--- src/rtl/sevenseg_scan_capture.sv ---
// Receive-side monitor for an 8-digit multiplexed seven-segment bus: debounces each
// selected {anode, segments} pair, decodes the glyph and assembles per-frame 32-bit values.
module sevenseg_scan_capture #(
  parameter int STABLE_CYCLES = 4
) (
  input  logic        clk,
  input  logic        rst,
  input  logic [7:0]  anode_control,
  input  logic [6:0]  segments,
  output logic [31:0] captured_value,
  output logic [7:0]  digit_valid,
  output logic [31:0] frame_value,
  output logic        frame_valid,
  output logic        pattern_error,
  output logic        anode_error
);

  typedef enum logic [1:0] {IDLE, TRACK, HELD} state_t;

  localparam logic [7:0] STABLE_U = 8'(STABLE_CYCLES);

  // Inverse glyph table: {legal, nibble}; segment bit 6 = a, active low.
  function automatic logic [4:0] decode_glyph(input logic [6:0] seg);
    case (seg)
      7'b0000001: decode_glyph = {1'b1, 4'h0};
      7'b1001111: decode_glyph = {1'b1, 4'h1};
      7'b0010010: decode_glyph = {1'b1, 4'h2};
      7'b0000110: decode_glyph = {1'b1, 4'h3};
      7'b1001100: decode_glyph = {1'b1, 4'h4};
      7'b0100100: decode_glyph = {1'b1, 4'h5};
      7'b0100000: decode_glyph = {1'b1, 4'h6};
      7'b0001111: decode_glyph = {1'b1, 4'h7};
      7'b0000000: decode_glyph = {1'b1, 4'h8};
      7'b0000100: decode_glyph = {1'b1, 4'h9};
      7'b0001000: decode_glyph = {1'b1, 4'hA};
      7'b1100000: decode_glyph = {1'b1, 4'hB};
      7'b0110001: decode_glyph = {1'b1, 4'hC};
      7'b1000010: decode_glyph = {1'b1, 4'hD};
      7'b0110000: decode_glyph = {1'b1, 4'hE};
      7'b0111000: decode_glyph = {1'b1, 4'hF};
      default:    decode_glyph = 5'b0_0000;
    endcase
  endfunction

  state_t      state_r, state_n;
  logic [7:0]  count_r, count_n;
  logic [7:0]  anode_prev_r;
  logic [6:0]  seg_prev_r;

  logic        is_blank_s, is_select_s, same_s, accept_s;
  logic [2:0]  sel_idx_s;
  logic [7:0]  cand_s;
  logic [4:0]  glyph_s;
  logic [31:0] captured_next_s;
  logic [7:0]  dv_next_s;

  // Anode classification, stability tracking and next-state selection.
  always_comb begin
    is_blank_s  = (anode_control == 8'hFF);
    is_select_s = $onehot(~anode_control);
    same_s      = (anode_control == anode_prev_r) && (segments == seg_prev_r);
    sel_idx_s   = 3'd0;
    for (int i = 0; i < 8; i++) begin
      if (!anode_control[i]) begin
        sel_idx_s = i[2:0];
      end else begin
        sel_idx_s = sel_idx_s;
      end
    end
    state_n  = state_r;
    count_n  = count_r;
    accept_s = 1'b0;
    cand_s   = 8'd1;
    if (!is_select_s) begin
      state_n = IDLE;
      count_n = 8'd0;
    end else if (state_r == HELD && same_s) begin
      state_n = HELD;
      count_n = count_r;
    end else begin
      if (state_r == TRACK && same_s) begin
        cand_s = count_r + 8'd1;
      end else begin
        cand_s = 8'd1;
      end
      // Accept fires on the edge the count reaches the threshold, then saturates.
      if (cand_s >= STABLE_U) begin
        state_n  = HELD;
        count_n  = STABLE_U;
        accept_s = 1'b1;
      end else begin
        state_n  = TRACK;
        count_n  = cand_s;
      end
    end
  end

  // Shadow-register and digit-valid updates implied by an accept.
  always_comb begin
    glyph_s         = decode_glyph(segments);
    captured_next_s = captured_value;
    captured_next_s[{sel_idx_s, 2'b00} +: 4] = glyph_s[3:0];
    dv_next_s       = digit_valid | (8'd1 << sel_idx_s);
  end

  // State, history and registered outputs.
  always_ff @(posedge clk) begin
    if (rst) begin
      state_r        <= IDLE;
      count_r        <= 8'd0;
      anode_prev_r   <= 8'hFF;
      seg_prev_r     <= 7'd0;
      captured_value <= 32'd0;
      digit_valid    <= 8'd0;
      frame_value    <= 32'd0;
      frame_valid    <= 1'b0;
      pattern_error  <= 1'b0;
      anode_error    <= 1'b0;
    end else begin
      state_r       <= state_n;
      count_r       <= count_n;
      anode_prev_r  <= anode_control;
      seg_prev_r    <= segments;
      anode_error   <= !is_blank_s && !is_select_s;
      frame_valid   <= 1'b0;
      pattern_error <= 1'b0;
      if (accept_s) begin
        if (glyph_s[4]) begin
          captured_value <= captured_next_s;
          if (&dv_next_s) begin
            frame_value <= captured_next_s;
            frame_valid <= 1'b1;
            digit_valid <= 8'd0;
          end else begin
            digit_valid <= dv_next_s;
          end
        end else begin
          pattern_error <= 1'b1;
        end
      end else begin
        captured_value <= captured_value;
      end
    end
  end

endmodule

--- config.mk ---
export PLATFORM = sky130hd
export DESIGN_NAME = sevenseg_scan_capture
export DESIGN_NICKNAME = d
export VERILOG_FILES = /design/src/rtl/sevenseg_scan_capture.sv
export SDC_FILE = /design/constraint.sdc
export NUM_CORES = 1
export LEC_CHECK = 0
export CAP_MARGIN = 20
export CORE_MARGIN = 2
export CORE_UTILIZATION = 57
export DETAILED_ROUTE_END_ITERATION = 16
export DONT_BUFFER_PORTS = 1
export PLACE_DENSITY = 0.75
export SYNTH_ARGS = -nofsm -noshare
export SYNTH_HDL_FRONTEND = slang
export SYNTH_SLANG_ARGS = --single-unit
--- constraint.sdc ---
create_clock -name clk -period 4.35 [get_ports clk]
set_input_delay 0.6525 -clock clk [delete_from_list [all_inputs] [get_ports clk]]
set_output_delay 0.6525 -clock clk [all_outputs]
set_load 0.005 [all_outputs]
# Yosys cells after proc, flatten, opt, wreduce, memory -nomap -nowiden

Cells that the tools add are included.

Output and inout bits: 75
Logic and storage cells: 85
Register bits: 100
Bits of input ports: 17

Shift operators: 3
Magnitude comparators: 1
Mux-type cells: 21
Equality and inequality tests: 21
Bitwise logic cells: 5
$add $sub $neg: 9
Reductions and logical operators: 14

Operators by type and width:

| kind                     | number |
|---|---|
| $pmux W5 S16             | 1 |
| $mux W8                  | 5 |
| $eq A7 B6 Y1 const B     | 5 |
| $bwmux W32               | 1 |
| $shift A4 B7 Y32 const A | 1 |
| $shiftx A4 B7 Y32        | 1 |
| $eq A7 B7 Y1 const B     | 4 |
| $mux W3                  | 6 |
| $eq A7 B3 Y1 const B     | 2 |
| $eq A7 B4 Y1 const B     | 2 |
| $reduce_and A10 Y1       | 1 |
| $add A1 B1 Y2            | 4 |
| $add A8 B1 Y8 const B    | 1 |
| $eq A8 B8 Y1             | 1 |
| $eq A8 B8 Y1 const B     | 1 |
| $ge A8 B3 Y1 const B     | 1 |
| $not A8 Y8               | 1 |
| $or A8 B8 Y8             | 1 |
| $reduce_and A8 Y1        | 1 |
| $shl A1 B3 Y8 const A    | 1 |
| $eq A7 B1 Y1 const B     | 1 |
| $eq A7 B5 Y1 const B     | 1 |
| $eq A7 B7 Y1             | 1 |
| $logic_not A7 Y1         | 1 |
| 14 further kinds         | 29 |

# Longest topological paths before layout

Word-level depth: 12
Mapped depth: 15
Mapped depth without buffers: 14

# Worst setup path after synthesis

Ideal clock, no wire load.

Kind: in2reg
From: input port anode_control[0]
To: register frame_value[0]
Library setup time: 128 ps
Arrival time: 4434 ps
Buffers on the path: 1
Stages: 14
Slack: -212 ps
Data required time: 4222 ps
Cell sequence: fa_1 -> inv_1 -> fa_1 -> fa_1 -> ha_1 -> inv_1 -> fa_1 -> a211o_1 -> o21ai_0 -> nand3_1 -> nor4_4 -> buf_6 -> mux2i_1 -> nor2_1

Longest elaborated chain between the ends: 11
Elaborated cells on any way between the ends: 17
Those cells by class: 3 x add/sub; 1 x order compare; 2 x eq/ne; 6 x mux; 1 x bitwise; 4 x reduce/logical

Ends and longest elaborated chain:

| element                          | RTL line | text |
|---|---|---|
| start: declaration               | 8        | `input logic [7:0] anode_control,` |
| $eq A8 B8 Y1                     | 61       | `same_s = (anode_control == anode_prev_r) && (segments == seg_prev_r);` |
| $logic_and A1 B1 Y1              | 61       |  |
| $logic_and A1 B1 Y1              | 81       | `if (state_r == TRACK && same_s) begin` |
| $mux W8                          | 81       |  |
| $mux W8                          | 77       | `end else if (state_r == HELD && same_s) begin` |
| $mux W8                          | 74       | `if (!is_select_s) begin` |
| $ge A8 B3 Y1                     | 87       | `if (cand_s >= STABLE_U) begin` |
| $mux W1                          | 87       |  |
| $mux W1                          | 77       |  |
| $mux W1 (*)                      | 74       |  |
| $reduce_and A10 Y1 (no line) (*) | --       |  |
| end signal: assignment           | 131      | `frame_value <= captured_next_s;` |
| end: declaration                 | 12       | `output logic [31:0] frame_value,` |

Every way passes the cells marked *; elsewhere a longest branch is shown, timed or not. The select of a mux whose other input is x is not followed.
A chain may end at the register's enable or synchronous reset.

# Final worst setup path

From: input port anode_control[0]
To: register digit_valid[0]

Longest elaborated chain between the ends: 11
Elaborated cells on any way between the ends: 17
Those cells by class: 3 x add/sub; 1 x order compare; 2 x eq/ne; 6 x mux; 1 x bitwise; 4 x reduce/logical

Ends and longest elaborated chain:

| element                         | RTL line | text |
|---|---|---|
| $eq A8 B8 Y1                    | 61       |  |
| $logic_and A1 B1 Y1             | 61       |  |
| $logic_and A1 B1 Y1             | 81       |  |
| $mux W8                         | 81       |  |
| $mux W8                         | 77       |  |
| $mux W8                         | 74       |  |
| $ge A8 B3 Y1                    | 87       |  |
| $mux W1                         | 87       |  |
| $mux W1                         | 77       |  |
| $mux W1 (*)                     | 74       |  |
| $reduce_and A2 Y1 (no line) (*) | --       |  |
| end signal: assignment          | 135      | `digit_valid <= dv_next_s;` |
| end: declaration                | 11       | `output logic [7:0] digit_valid,` |

Marks and branches as above.

==> results.sh <==
export IMPL_ios=92
export IMPL_met3_length_um=891
export IMPL_clockRootBuffer="clkbuf_8"
export IMPL_yosysWarnings=0
export IMPL_layout_area_overhead_vs_synth_pct=7.86
export IMPL_ctsResizeCount=0
export IMPL_netlist_area_sq_um=5050
export IMPL_crit_path_top_delay_cell="fa_1"
export IMPL_start_util_pct=58.5
export IMPL_rows=34
export IMPL_path_clk_slew_ps=100
export IMPL_syn_nets=565
export IMPL_dpl_instance_area_sq_um=5240
export IMPL_crit_path_end_kind="flop"
export IMPL_synth_top_area_cell="dfxtp_1"
export IMPL_die_w_um=98.1
export IMPL_clk_latency_ps=380
export IMPL_synth_xor_area_share_pct=2.78
export IMPL_relSlewSlack_pct=52.4
export IMPL_worst_path_max_fanout=23
export IMPL_slew_viol_final=0
export IMPL_grt_usage_pct=24.5
export IMPL_max_stage_delay_ps=520
export IMPL_antenna_found_initial=0
export IMPL_dieArea_sq_um=9630
export IMPL_grt_pass1_vias=3840
export IMPL_fin_crit_ps=4120
export IMPL_ys_top_cells_by_count="dfxtp_1 (100), nor2_1 (71), mux2i_1 (25)"
export IMPL_cts_tree="built"
export IMPL_synth_seq_cells=100
export IMPL_yosysMostFrequentCell="dfxtp_1"
export IMPL_nNetsFinal=571
export IMPL_finClkSkew_ps=12.1
export IMPL_diodes=0
export IMPL_wl_um=11700
export IMPL_synthAdderAreaFrac_pct=4.31
export IMPL_placement_io_buffers=0
export IMPL_grt_first_pass_wirelength_um=19100
export IMPL_rsz0062_at_grt="false"
export IMPL_setup_viol=0
export IMPL_grt_max_degree=84
export IMPL_pre_cts_slack_ps=-152
export IMPL_drtIter0Drc=300
export IMPL_fin_crit_sh_pct=94.6
export IMPL_power_mw=1.73
export IMPL_num_vias=3964
export IMPL_synth_area_leaders="dfxtp_1 (40%), nor2_1 (5.3%), mux2i_1 (5.0%)"
export IMPL_ir_worst_vdd_uv=217
export IMPL_finalInstanceArea_sq_um=5450
export IMPL_drive_gt1_share_pct=19.1
export IMPL_antenna_left=0
export IMPL_setup_slack_ps=234
export IMPL_gp_congestion=0.851
export IMPL_power_density_nw_per_um2=317
export IMPL_worstPathArrival_ps=4380
export IMPL_ctsHoldBuffers=0
export IMPL_cts_buffers=9
export IMPL_cp_common_cell="fa_1"
export IMPL_r2r_setup_slack_ps=1870
export IMPL_grt_ovfl_total=0
export IMPL_synth_seq_area_share_pct=39.7
export IMPL_synthMuxAreaShare_pct=8.08
export IMPL_max_freq_mhz=243
export IMPL_route_detailed_wl_per_inst_um=17.9
export IMPL_syn_area_per_cell_sq_um=9.47
export IMPL_htree_levels=3
export IMPL_post_cts_buffers=0
export IMPL_topRoutingLayerUsed="met4"
export IMPL_die_h_um=98.1
export IMPL_yosys_area_share_simple_pct=21.7
export IMPL_leakage_nw=2.02
export IMPL_worstPathCellList="fa_1 -> inv_1 -> fa_1 -> fa_1 -> ha_1 -> inv_1 -> fa_1 -> a211o_1 -> o21ai_2 -> buf_4 -> nand3_2 -> nor4_4 -> buf_4 -> or2_2 -> nor2_1"
export IMPL_wl_met2_um=5680
export IMPL_yosys_area_top_type_share_pct=39.7
export IMPL_drv_cap=0
export IMPL_ys_async_sr_fraction_pct=0
export IMPL_drt_vias_per_instance=6.08
export IMPL_dp_hpwl_um=8390
export IMPL_tightest_slew_ps=707
export IMPL_startpoint_type="input pin"
export IMPL_status="finished clean"
export IMPL_drt_first_pass_iters=5
export IMPL_synth_compound_area_share_pct=18.7
export IMPL_synthFlopType="dfxtp_1"
export IMPL_worstHoldPathType="input pin to flop"
export IMPL_synth_top_family_by_area="simple AND/OR/NAND/NOR gates"
export IMPL_synth_edff_count=0
export IMPL_drc_errors=0
export IMPL_met1_length_um=4970
export IMPL_postLayoutCoreUtil_pct=63.1
export IMPL_hold_viol=0
export IMPL_synthCells=533
export IMPL_critPathRequiredTime_ps=4620
export IMPL_path_class="input pin to flop"
export IMPL_numClockSinks=100
export IMPL_cts_buffer_depth=2
export IMPL_hold_ws_ps=351
export IMPL_core_area_sq_um=8640
export IMPL_synth_cell_types=64
critical path: cells and delay by family:
family,cells,cell delay [ps]
buffers and inverters,4,570
and+or+nand+nor,4,650
adders and majority gates,5,2030
AOI/OAI and AO/OA,2,460
power breakdown:
| part | total, mW | internal, mW | switching, mW |
|---|---|---|---|
| Combinational | 0.175 | 0.0790 | 0.0963 |
| Clock | 0.617 | 0.276 | 0.341 |
| Sequential | 0.935 | 0.928 | 0.00689 |
| Total | 1.73 | 1.28 | 0.444 |
path summary, 6_finish.rpt:
path	startpoint	endpoint	cells past startpoint
max	anode_control[0]	digit_valid[0]$_SDFFE_PP0P_	15
min	rst	anode_error$_SDFF_PP0_	1
max reg2reg	count_r[0]$_SDFFE_PP0N_	digit_valid[0]$_SDFFE_PP0P_	8
min reg2reg	count_r[2]$_SDFFE_PP0N_	count_r[2]$_SDFFE_PP0N_	2
logic make-up (layout without fill, tap and decap cells):
family	after synthesis	in the layout
multiplexers	39	39
flip-flops	100	100
buffers and inverters	49	60
adder cells (fa/ha/maj)	15	15
XOR/XNOR	16	16
AND/OR/NAND/NOR	203	203
AO/OA/AOI/OAI	111	111
stage by stage:
| step | TNS (ps) | std cells |
|---|---|---|
| 5_1_grt | 0 | 652 |
| 6_report | 0 | 652 |
| 3_5_place_dp | -5720 | 636 |
| 4_1_cts | 0 | 652 |
| 2_1_floorplan | 0 | 533 |
| 3_3_place_gp | -767 | 636 |
state kept, by name, summed over array words and instances (netlist names):
register,count
frame_valid,1
state_r,2
anode_error,1
count_r,8
captured_value,32
seg_prev_r,7
frame_value,32
anode_prev_r,8
pattern_error,1
digit_valid,8
per-layer routing:
layer / GRT usage, % / up-vias
met4: 7.26 / 0
li1: - / 1916
met5: 0 / -
met1: 31.3 / 1909
met2: 39.9 / 127
met3: 7.87 / 12
cells in the final DEF (no fill, tap or decap), types with 4 or more instances in the layout:
cell type  netlist  final
nor4_1           4      4
a31oi_1         10     10
a21oi_1         13     13
o2bb2ai_1        4      4
fa_1             4      4
nor3_1           6      5
nor2_1          71     71
a211oi_2        18     18
nor2b_1         18     18
buf_4            2     27
nor2_2           8      8
a211oi_1         6      6
a2bb2o_1         8      8
nand2b_1         9      9
xnor2_1         13     13
nand4_1          7      7
inv_1           14     14
and3_1           5      5
nand3_1         15     14
ha_1            11     11
and2_1           6      6
nand2_1         20     20
mux2_2           8      8
mux2_1           6      6
mux2i_1         25     25
dfxtp_1        100    100
a22o_1           6      6
o21ai_0          5      4
or2_2           13     13
a22oi_1         18     18
clkbuf_8         0      9
layout make-up:
| class | instances | area, sq um |
|---|---|---|
| Fill cell | 715 | 3190 |
| Clock inverter | 7 | 82.6 |
| Timing Repair Buffer | 28 | 223 |
| Tap cell | 108 | 135 |
| Inverter | 16 | 60.1 |
| Multi-Input combinational cell | 384 | 2820 |
| Sequential cell | 100 | 2000 |
| Clock buffer | 9 | 124 |
(Power assumes the default switching activity.)
